--- src/rtl/bsg_manycore_loader_pkg.sv ---
// Shared definitions for the manycore program loader.
//   - packet opcodes (store, unfreeze)
//   - loader FSM state encoding
//   - packet layout {op, addr, data, y, x} for the default array geometry
//     (4x4 array, 20-bit address, 32-bit data). Modules with other geometries
//     declare the same field order with their own widths.
package bsg_manycore_loader_pkg;

  localparam int op_width_lp = 6;

  localparam logic [op_width_lp-1:0] opcode_store_lp    = 6'd1;
  localparam logic [op_width_lp-1:0] opcode_unfreeze_lp = 6'd2;

  typedef enum logic [2:0] {
    e_idle     = 3'd0,
    e_load     = 3'd1,
    e_drain    = 3'd2,
    e_unfreeze = 3'd3,
    e_done     = 3'd4
  } load_state_e;

  localparam int default_addr_width_lp = 20;
  localparam int default_data_width_lp = 32;
  localparam int default_y_width_lp    = 3;
  localparam int default_x_width_lp    = 2;

  typedef struct packed {
    logic [op_width_lp-1:0]           op;
    logic [default_addr_width_lp-1:0] addr;
    logic [default_data_width_lp-1:0] data;
    logic [default_y_width_lp-1:0]    y;
    logic [default_x_width_lp-1:0]    x;
  } load_packet_s;

endpackage

--- src/rtl/bsg_manycore_next_tile_finder.sv ---
// Combinational priority encoder over the tile enable mask.
// Returns the lowest set mask bit whose index is >= from_i.
// Ports:
//   mask_i   in  num_tiles_p      tile enable mask
//   from_i   in  tile_width_lp+1  first index to consider (may equal num_tiles_p)
//   tile_o   out tile_width_lp    index of the found tile (0 when none)
//   found_o  out 1                a set bit exists at or above from_i
module bsg_manycore_next_tile_finder #(
  parameter int num_tiles_p = 16,
  localparam int tile_width_lp = (num_tiles_p > 1) ? $clog2(num_tiles_p) : 1
) (
  input  logic [num_tiles_p-1:0]   mask_i,
  input  logic [tile_width_lp:0]   from_i,
  output logic [tile_width_lp-1:0] tile_o,
  output logic                     found_o
);

  // Scan downward so the lowest qualifying index is the last one written.
  always_comb begin
    found_o = 1'b0;
    tile_o  = '0;
    for (int i = num_tiles_p - 1; i >= 0; i--) begin
      if (mask_i[i] && (i >= int'(from_i))) begin
        found_o = 1'b1;
        tile_o  = tile_width_lp'(i);
      end
    end
  end

endmodule

--- src/rtl/bsg_manycore_load_sequencer.sv ---
// Program-load sequencer for a manycore array. Streams a word-addressed image
// to every enabled tile as store packets (patching the tile ID word), throttled
// by an outstanding-credit counter, waits for all credits, then unfreezes each
// enabled tile.
// Ports:
//   clk_i            in  1                clock
//   reset_n_i        in  1                asynchronous active-low reset
//   start_i          in  1                start a load (honoured in IDLE/DONE)
//   tile_mask_i      in  rows*cols        per-tile enable, sampled at start
//   mem_addr_o       out addr_width_p     image word index (byte addr >> 2)
//   mem_data_i       in  data_width_p     combinational image read data
//   pkt_o            out packet_width_lp  {op, addr, data, y, x}
//   v_o              out 1                packet valid
//   ready_i          in  1                network accepts packet
//   credit_return_i  in  1                one store acknowledged
//   busy_o           out 1                LOAD, DRAIN or UNFREEZE
//   done_o           out 1                DONE
// Build option: BSG_MANYCORE_LOAD_SEQUENCER_SKIP_ZERO_EN skips all-zero image
// words (other than the tile ID word) during LOAD.
//
// state    | meaning
// IDLE     | waiting for start
// LOAD     | streaming image words to the current tile
// DRAIN    | waiting for every outstanding store to be acknowledged
// UNFREEZE | sending one unfreeze packet per enabled tile
// DONE     | load complete, waiting for the next start
module bsg_manycore_load_sequencer
  import bsg_manycore_loader_pkg::*;
#(
  parameter int mem_size_p        = 4096,
  parameter int data_width_p      = 32,
  parameter int addr_width_p      = 20,
  parameter int tile_id_ptr_p     = 0,
  parameter int num_rows_p        = 4,
  parameter int num_cols_p        = 4,
  parameter int max_out_credits_p = 16,
  localparam int y_cord_width_lp  = $clog2(num_rows_p + 1),
  localparam int x_cord_width_lp  = $clog2(num_cols_p),
  localparam int packet_width_lp  = 6 + addr_width_p + data_width_p + y_cord_width_lp + x_cord_width_lp
) (
  input  logic                             clk_i,
  input  logic                             reset_n_i,
  input  logic                             start_i,
  input  logic [num_rows_p*num_cols_p-1:0] tile_mask_i,
  output logic [addr_width_p-1:0]          mem_addr_o,
  input  logic [data_width_p-1:0]          mem_data_i,
  output logic [packet_width_lp-1:0]       pkt_o,
  output logic                             v_o,
  input  logic                             ready_i,
  input  logic                             credit_return_i,
  output logic                             busy_o,
  output logic                             done_o
);

  localparam int num_tiles_lp    = num_rows_p * num_cols_p;
  localparam int tile_width_lp   = (num_tiles_lp > 1) ? $clog2(num_tiles_lp) : 1;
  localparam int credit_width_lp = $clog2(max_out_credits_p + 1);

  localparam logic [addr_width_p-1:0]    last_addr_lp   = addr_width_p'(mem_size_p - 4);
  localparam logic [addr_width_p-1:0]    id_addr_lp     = addr_width_p'(tile_id_ptr_p);
  localparam logic [credit_width_lp-1:0] max_credits_lp = credit_width_lp'(max_out_credits_p);

  typedef struct packed {
    logic [op_width_lp-1:0]     op;
    logic [addr_width_p-1:0]    addr;
    logic [data_width_p-1:0]    data;
    logic [y_cord_width_lp-1:0] y;
    logic [x_cord_width_lp-1:0] x;
  } packet_s;

  load_state_e                state_q, state_d;
  logic [num_tiles_lp-1:0]    mask_q, mask_d;
  logic [tile_width_lp-1:0]   tile_q, tile_d;
  logic [addr_width_p-1:0]    addr_q, addr_d;
  logic [credit_width_lp-1:0] credits_q, credits_d;

  logic [num_tiles_lp-1:0]    find_mask;
  logic [tile_width_lp:0]     find_from;
  logic [tile_width_lp-1:0]   find_tile;
  logic                       find_found;

  logic                       id_hit, skip_word, hs, load_adv, credit_inc, credit_dec;
  packet_s                    pkt;

  // Start and the DRAIN->UNFREEZE turn search from index 0; everything else
  // looks for the next enabled tile above the current one.
  always_comb begin
    find_mask = mask_q;
    find_from = {1'b0, tile_q} + (tile_width_lp+1)'(1);
    case (state_q)
      e_idle, e_done: begin
        find_mask = tile_mask_i;
        find_from = '0;
      end
      e_drain: find_from = '0;
      default: ;
    endcase
  end

  bsg_manycore_next_tile_finder #(
    .num_tiles_p(num_tiles_lp)
  ) finder (
    .mask_i (find_mask),
    .from_i (find_from),
    .tile_o (find_tile),
    .found_o(find_found)
  );

  assign id_hit = (addr_q == id_addr_lp);

`ifdef BSG_MANYCORE_LOAD_SEQUENCER_SKIP_ZERO_EN
  assign skip_word = (state_q == e_load) && (mem_data_i == '0) && !id_hit;
`else
  assign skip_word = 1'b0;
`endif

  always_comb begin
    v_o = 1'b0;
    case (state_q)
      e_load:     v_o = (credits_q < max_credits_lp) && !skip_word;
      e_unfreeze: v_o = 1'b1;
      default:    v_o = 1'b0;
    endcase
  end

  assign hs       = v_o & ready_i;
  assign load_adv = (state_q == e_load) && (hs || skip_word);

  always_comb begin
    pkt.op   = '0;
    pkt.addr = '0;
    pkt.data = '0;
    pkt.y    = y_cord_width_lp'(int'(tile_q) / num_cols_p);
    pkt.x    = x_cord_width_lp'(int'(tile_q) % num_cols_p);
    if (state_q == e_load) begin
      pkt.op   = opcode_store_lp;
      pkt.addr = addr_q;
      pkt.data = id_hit ? data_width_p'(tile_q) : mem_data_i;
    end else if (state_q == e_unfreeze) begin
      pkt.op = opcode_unfreeze_lp;
    end
  end

  assign pkt_o      = pkt;
  assign mem_addr_o = addr_q >> 2;
  assign busy_o     = (state_q == e_load) || (state_q == e_drain) || (state_q == e_unfreeze);
  assign done_o     = (state_q == e_done);

  // A return with nothing outstanding is dropped rather than wrapping.
  assign credit_inc = hs && (state_q == e_load);
  assign credit_dec = credit_return_i && (credits_q != '0);

  always_comb begin
    credits_d = credits_q;
    case ({credit_inc, credit_dec})
      2'b10:   credits_d = credits_q + credit_width_lp'(1);
      2'b01:   credits_d = credits_q - credit_width_lp'(1);
      default: credits_d = credits_q;
    endcase
  end

  always_comb begin
    state_d = state_q;
    mask_d  = mask_q;
    tile_d  = tile_q;
    addr_d  = addr_q;
    case (state_q)
      e_idle, e_done: begin
        if (start_i) begin
          mask_d  = tile_mask_i;
          addr_d  = '0;
          tile_d  = find_tile;
          state_d = find_found ? e_load : e_done;
        end
      end
      e_load: begin
        if (load_adv) begin
          if (addr_q == last_addr_lp) begin
            addr_d = '0;
            if (find_found) tile_d = find_tile;
            else            state_d = e_drain;
          end else begin
            addr_d = addr_q + addr_width_p'(4);
          end
        end
      end
      e_drain: begin
        // Using the next count lets a final return in this cycle end the drain.
        if (credits_d == '0) begin
          tile_d  = find_tile;
          state_d = e_unfreeze;
        end
      end
      e_unfreeze: begin
        if (hs) begin
          if (find_found) tile_d = find_tile;
          else            state_d = e_done;
        end
      end
      default: state_d = e_idle;
    endcase
  end

  always_ff @(posedge clk_i or negedge reset_n_i) begin
    if (!reset_n_i) begin
      state_q   <= e_idle;
      mask_q    <= '0;
      tile_q    <= '0;
      addr_q    <= '0;
      credits_q <= '0;
    end else begin
      state_q   <= state_d;
      mask_q    <= mask_d;
      tile_q    <= tile_d;
      addr_q    <= addr_d;
      credits_q <= credits_d;
    end
  end

  credit_underflow: assert property (@(posedge clk_i) disable iff (!reset_n_i)
    !(credit_return_i && (credits_q == '0)))
    else $error("credit returned with no stores outstanding");

endmodule

--- config.mk ---
export PLATFORM = sky130hd
export DESIGN_NAME = bsg_manycore_load_sequencer
export DESIGN_NICKNAME = d
export VERILOG_FILES = /design/src/rtl/bsg_manycore_loader_pkg.sv /design/src/rtl/bsg_manycore_next_tile_finder.sv /design/src/rtl/bsg_manycore_load_sequencer.sv
export SDC_FILE = /design/constraint.sdc
export NUM_CORES = 1
export LEC_CHECK = 0
export CAP_MARGIN = 20
export CELL_PAD_IN_SITES_DETAIL_PLACEMENT = 1
export CELL_PAD_IN_SITES_GLOBAL_PLACEMENT = 1
export CORE_ASPECT_RATIO = 0.6
export CORE_MARGIN = 2
export CORE_UTILIZATION = 30
export DETAILED_ROUTE_END_ITERATION = 7
export PLACE_DENSITY_LB_ADDON = 0.1
export SKIP_CTS_REPAIR_TIMING = 1
export SLEW_MARGIN = 25
export SYNTH_ARGS = -nofsm -noshare
export SYNTH_HDL_FRONTEND = slang
export SYNTH_SLANG_ARGS = --single-unit
--- constraint.sdc ---
create_clock -name clk_i -period 5.1 [get_ports clk_i]
set_input_delay 0.51 -clock clk_i [delete_from_list [all_inputs] [get_ports clk_i]]
set_output_delay 0.51 -clock clk_i [all_outputs]
set_load 0.01 [all_outputs]
==> impl_metrics.json <==
{
  "path_clk_slew_ps": 60,
  "ant_nets": 0,
  "setup_slack_ps": 1180,
  "grt_pass1_wl_microns": 20300,
  "grt_max_degree": 47,
  "firstDrtPassIters": 4,
  "wl_per_cell_microns": 18.6,
  "numCtsBuffers": 5,
  "finalSetupTns_ps": 0,
  "yosys_warnings": 0,
  "yosysMostFrequentCell": "dfrtp_1",
  "vias_per_cell": 5.23,
  "grt-ovfl-total": 0,
  "clock-sinks": 46,
  "report.final.hold_viol_count": 0,
  "wl_microns": 12800,
  "area_delta_synth_final_pct": 42.9,
  "synth_edf_count": 0,
  "cp.required_ps": 5270,
  "synth_top_area_share_pct": 32.8,
  "status": "finished clean",
  "crit_type": "flip-flop to flip-flop",
  "critPathTopFamily": "compound AO/OA/AOI/OAI gates",
  "p_leak_nw": 2.11,
  "fin_crit_sh_pct": 76.9,
  "drive_gt1_share_pct": 8.37,
  "num_vias": 3590,
  "first_iter_violations": 222,
  "seq_area_sq_um": 1150,
  "ios": 139,
  "utilization_pct": 44.2,
  "finClkSkew_ps": 5.31,
  "fin_crit_ps": 3920,
  "final.fill_count": 1334,
  "drc_errors": 0,
  "synth.top_cells.by_area": "dfrtp_1 33%, and2_1 5.3%, mux2_2 5.1%",
  "clk_path_buf_depth": 2,
  "cts_tree": "yes",
  "fp.dieH_microns": 87.8,
  "synth_cells": 410,
  "synth_top_area_cell": "dfrtp_1",
  "coreArea_sq_um": 11300,
  "drv_cap": 0,
  "grt_antenna_before_repair": 0,
  "dp_hpwl_microns": 10000,
  "nets": 590,
  "num_antenna_cells": 0,
  "synth_area_per_cell_sq_um": 8.56,
  "yosys-top-cells-count": "46 x dfrtp_1, 43 x nor2_1, 34 x nand2_1",
  "grtUsageTotal_pct": 20.7,
  "hp-class": "primary input to asynchronous set/reset pin",
  "max_stage_delay_ps": 510,
  "final_max_slew_viol_count": 0,
  "setup_viol": 0,
  "port-buffer-count": 129,
  "cp_max_fo": 21,
  "synthesis.area_sq_um": 3510,
  "cp.arrival_ps": 4100,
  "cp_cell_sequence": "inv_1 -> a21oi_1 -> nand3_1 -> ha_1 -> ha_1 -> nor2b_1 -> o21a_1 -> o311ai_1 -> o311ai_1 -> nor3_1 -> o41ai_1 -> buf_4 -> nor2_1 -> mux2_1",
  "grt_pass1_vias": 3602,
  "synth-seq-area-share_pct": 32.8,
  "worstSkewPairLatency_ps": 290,
  "synth_seq_cells": 46,
  "die_w_microns": 144,
  "relSlewSlack_pct": 35.2,
  "synth_cell_types": 66,
  "die_area_sq_um": 12600,
  "ys_async_sr_fraction_pct": 100,
  "path_buf_inv": 2,
  "vdd_drop_max_v": 0.000267,
  "end_kind": "flip-flop",
  "htreeDepth": 2,
  "routabilityCongestion": 0.840,
  "synth_flop_cell": "dfrtp_1",
  "worst_path_max_delay_cell": "dfrtp_1",
  "pre_cts_slack_ps": 1160,
  "power_density_nw_per_um2": 534,
  "initial_core_util_pct": 30.9,
  "grt_setup_unrepaired": "no",
  "fmax_mhz": 255,
  "fp-row-count": 30,
  "multi_input_area_sq_um": 2170,
  "worst_pin_slew_ps": 972,
  "cts-root-buf": "clkbuf_16",
  "startpoint_type": "flip-flop"
}
==> metrics by stage <==
stage	instance area [sq um]	total power [mW]	cells	hold WS, ps
detailed placement	4880	2.35	680	496
global placement	4870	2.28	680	489
floorplan	3540	1.65	418	214
finish	5010	2.68	686	331
CTS	5010	2.69	686	353
global route	5010	2.90	686	382
==> registers in the layout (all words and copies together) (netlist names) <==
name / count
tile_q: 4
state_q: 3
mask_q: 16
credits_q: 5
addr_q: 18
==> where the power goes <==
group / leakage [nW] / switching (mW) / internal (mW)
combinational: 1.46 / 0.937 / 0.785
clock: 0.0688 / 0.143 / 0.190
sequential: 0.587 / 0.138 / 0.482
==> final timing paths <==
check | startpoint | to | slack (ps) | cells after the start
min in group clk_i | mask_q[4] | mask_q[4] | 510 | 1
max in group asynchronous | reset_n_i | mask_q[9] | 4330 | 2
worst min register to register | mask_q[4] | mask_q[4] | 510 | 1
worst max register to register | state_q[1] | tile_q[1] | 1180 | 14
worst max-delay path | state_q[1] | tile_q[1] | 1180 | 14
worst min-delay path | reset_n_i | addr_q[8] | 330 | 2
==> kinds of logic after synthesis <==
kind of cell	share of synthesized area, %
AND/OR/NAND/NOR	27.1
AO/OA/AOI/OAI	17.3
flip-flops	32.8
buffers and inverters	6.24
multiplexers	9.45
XOR/XNOR	3.25
adder cells (fa/ha/maj)	3.78
other	0.107
==> cell usage in the layout (no fill, tap or decap), types with 9 or more instances in the layout <==
cell	instances
and2_1	30
mux2i_1	14
or3_1	9
nand2_1	34
and3_1	18
dfrtp_1	46
conb_1	9
nor2_1	42
nor3_1	9
inv_1	10
ha_1	9
a21oi_1	18
o21ai_0	24
clkdlybuf4s50_1	128
mux2_2	16
==> worst reg2reg max path, cell delays in order, from the launching register on <==
cell and delay (ps):
dfrtp_1 510, inv_1 360, a21oi_1 300, nand3_1 100, ha_1 310, ha_1 350, nor2b_1 170, o21a_1 200
o311ai_1 320, o311ai_1 180, nor3_1 200, o41ai_1 80, buf_4 210, nor2_1 170, mux2_1 330
==> per-layer routing <==
layer	global-route usage [%]	up-vias	part of all wire, %
met5	0	-	0
met4	4.01	0	0.95
met3	5.14	9	8.8
met2	31.6	130	43
met1	29.8	1779	48
li1	-	1672	-
==> final cells by class <==
| type | instances | share of cell area, % |
|---|---|---|
| inverter | 10 | 0.749 |
| clock buffer | 6 | 2.77 |
| multi-input combinational | 331 | 43.3 |
| tap | 160 | 3.99 |
| sequential | 46 | 23.0 |
| timing repair buffer | 133 | 26.2 |
(Power assumes the default switching activity.)
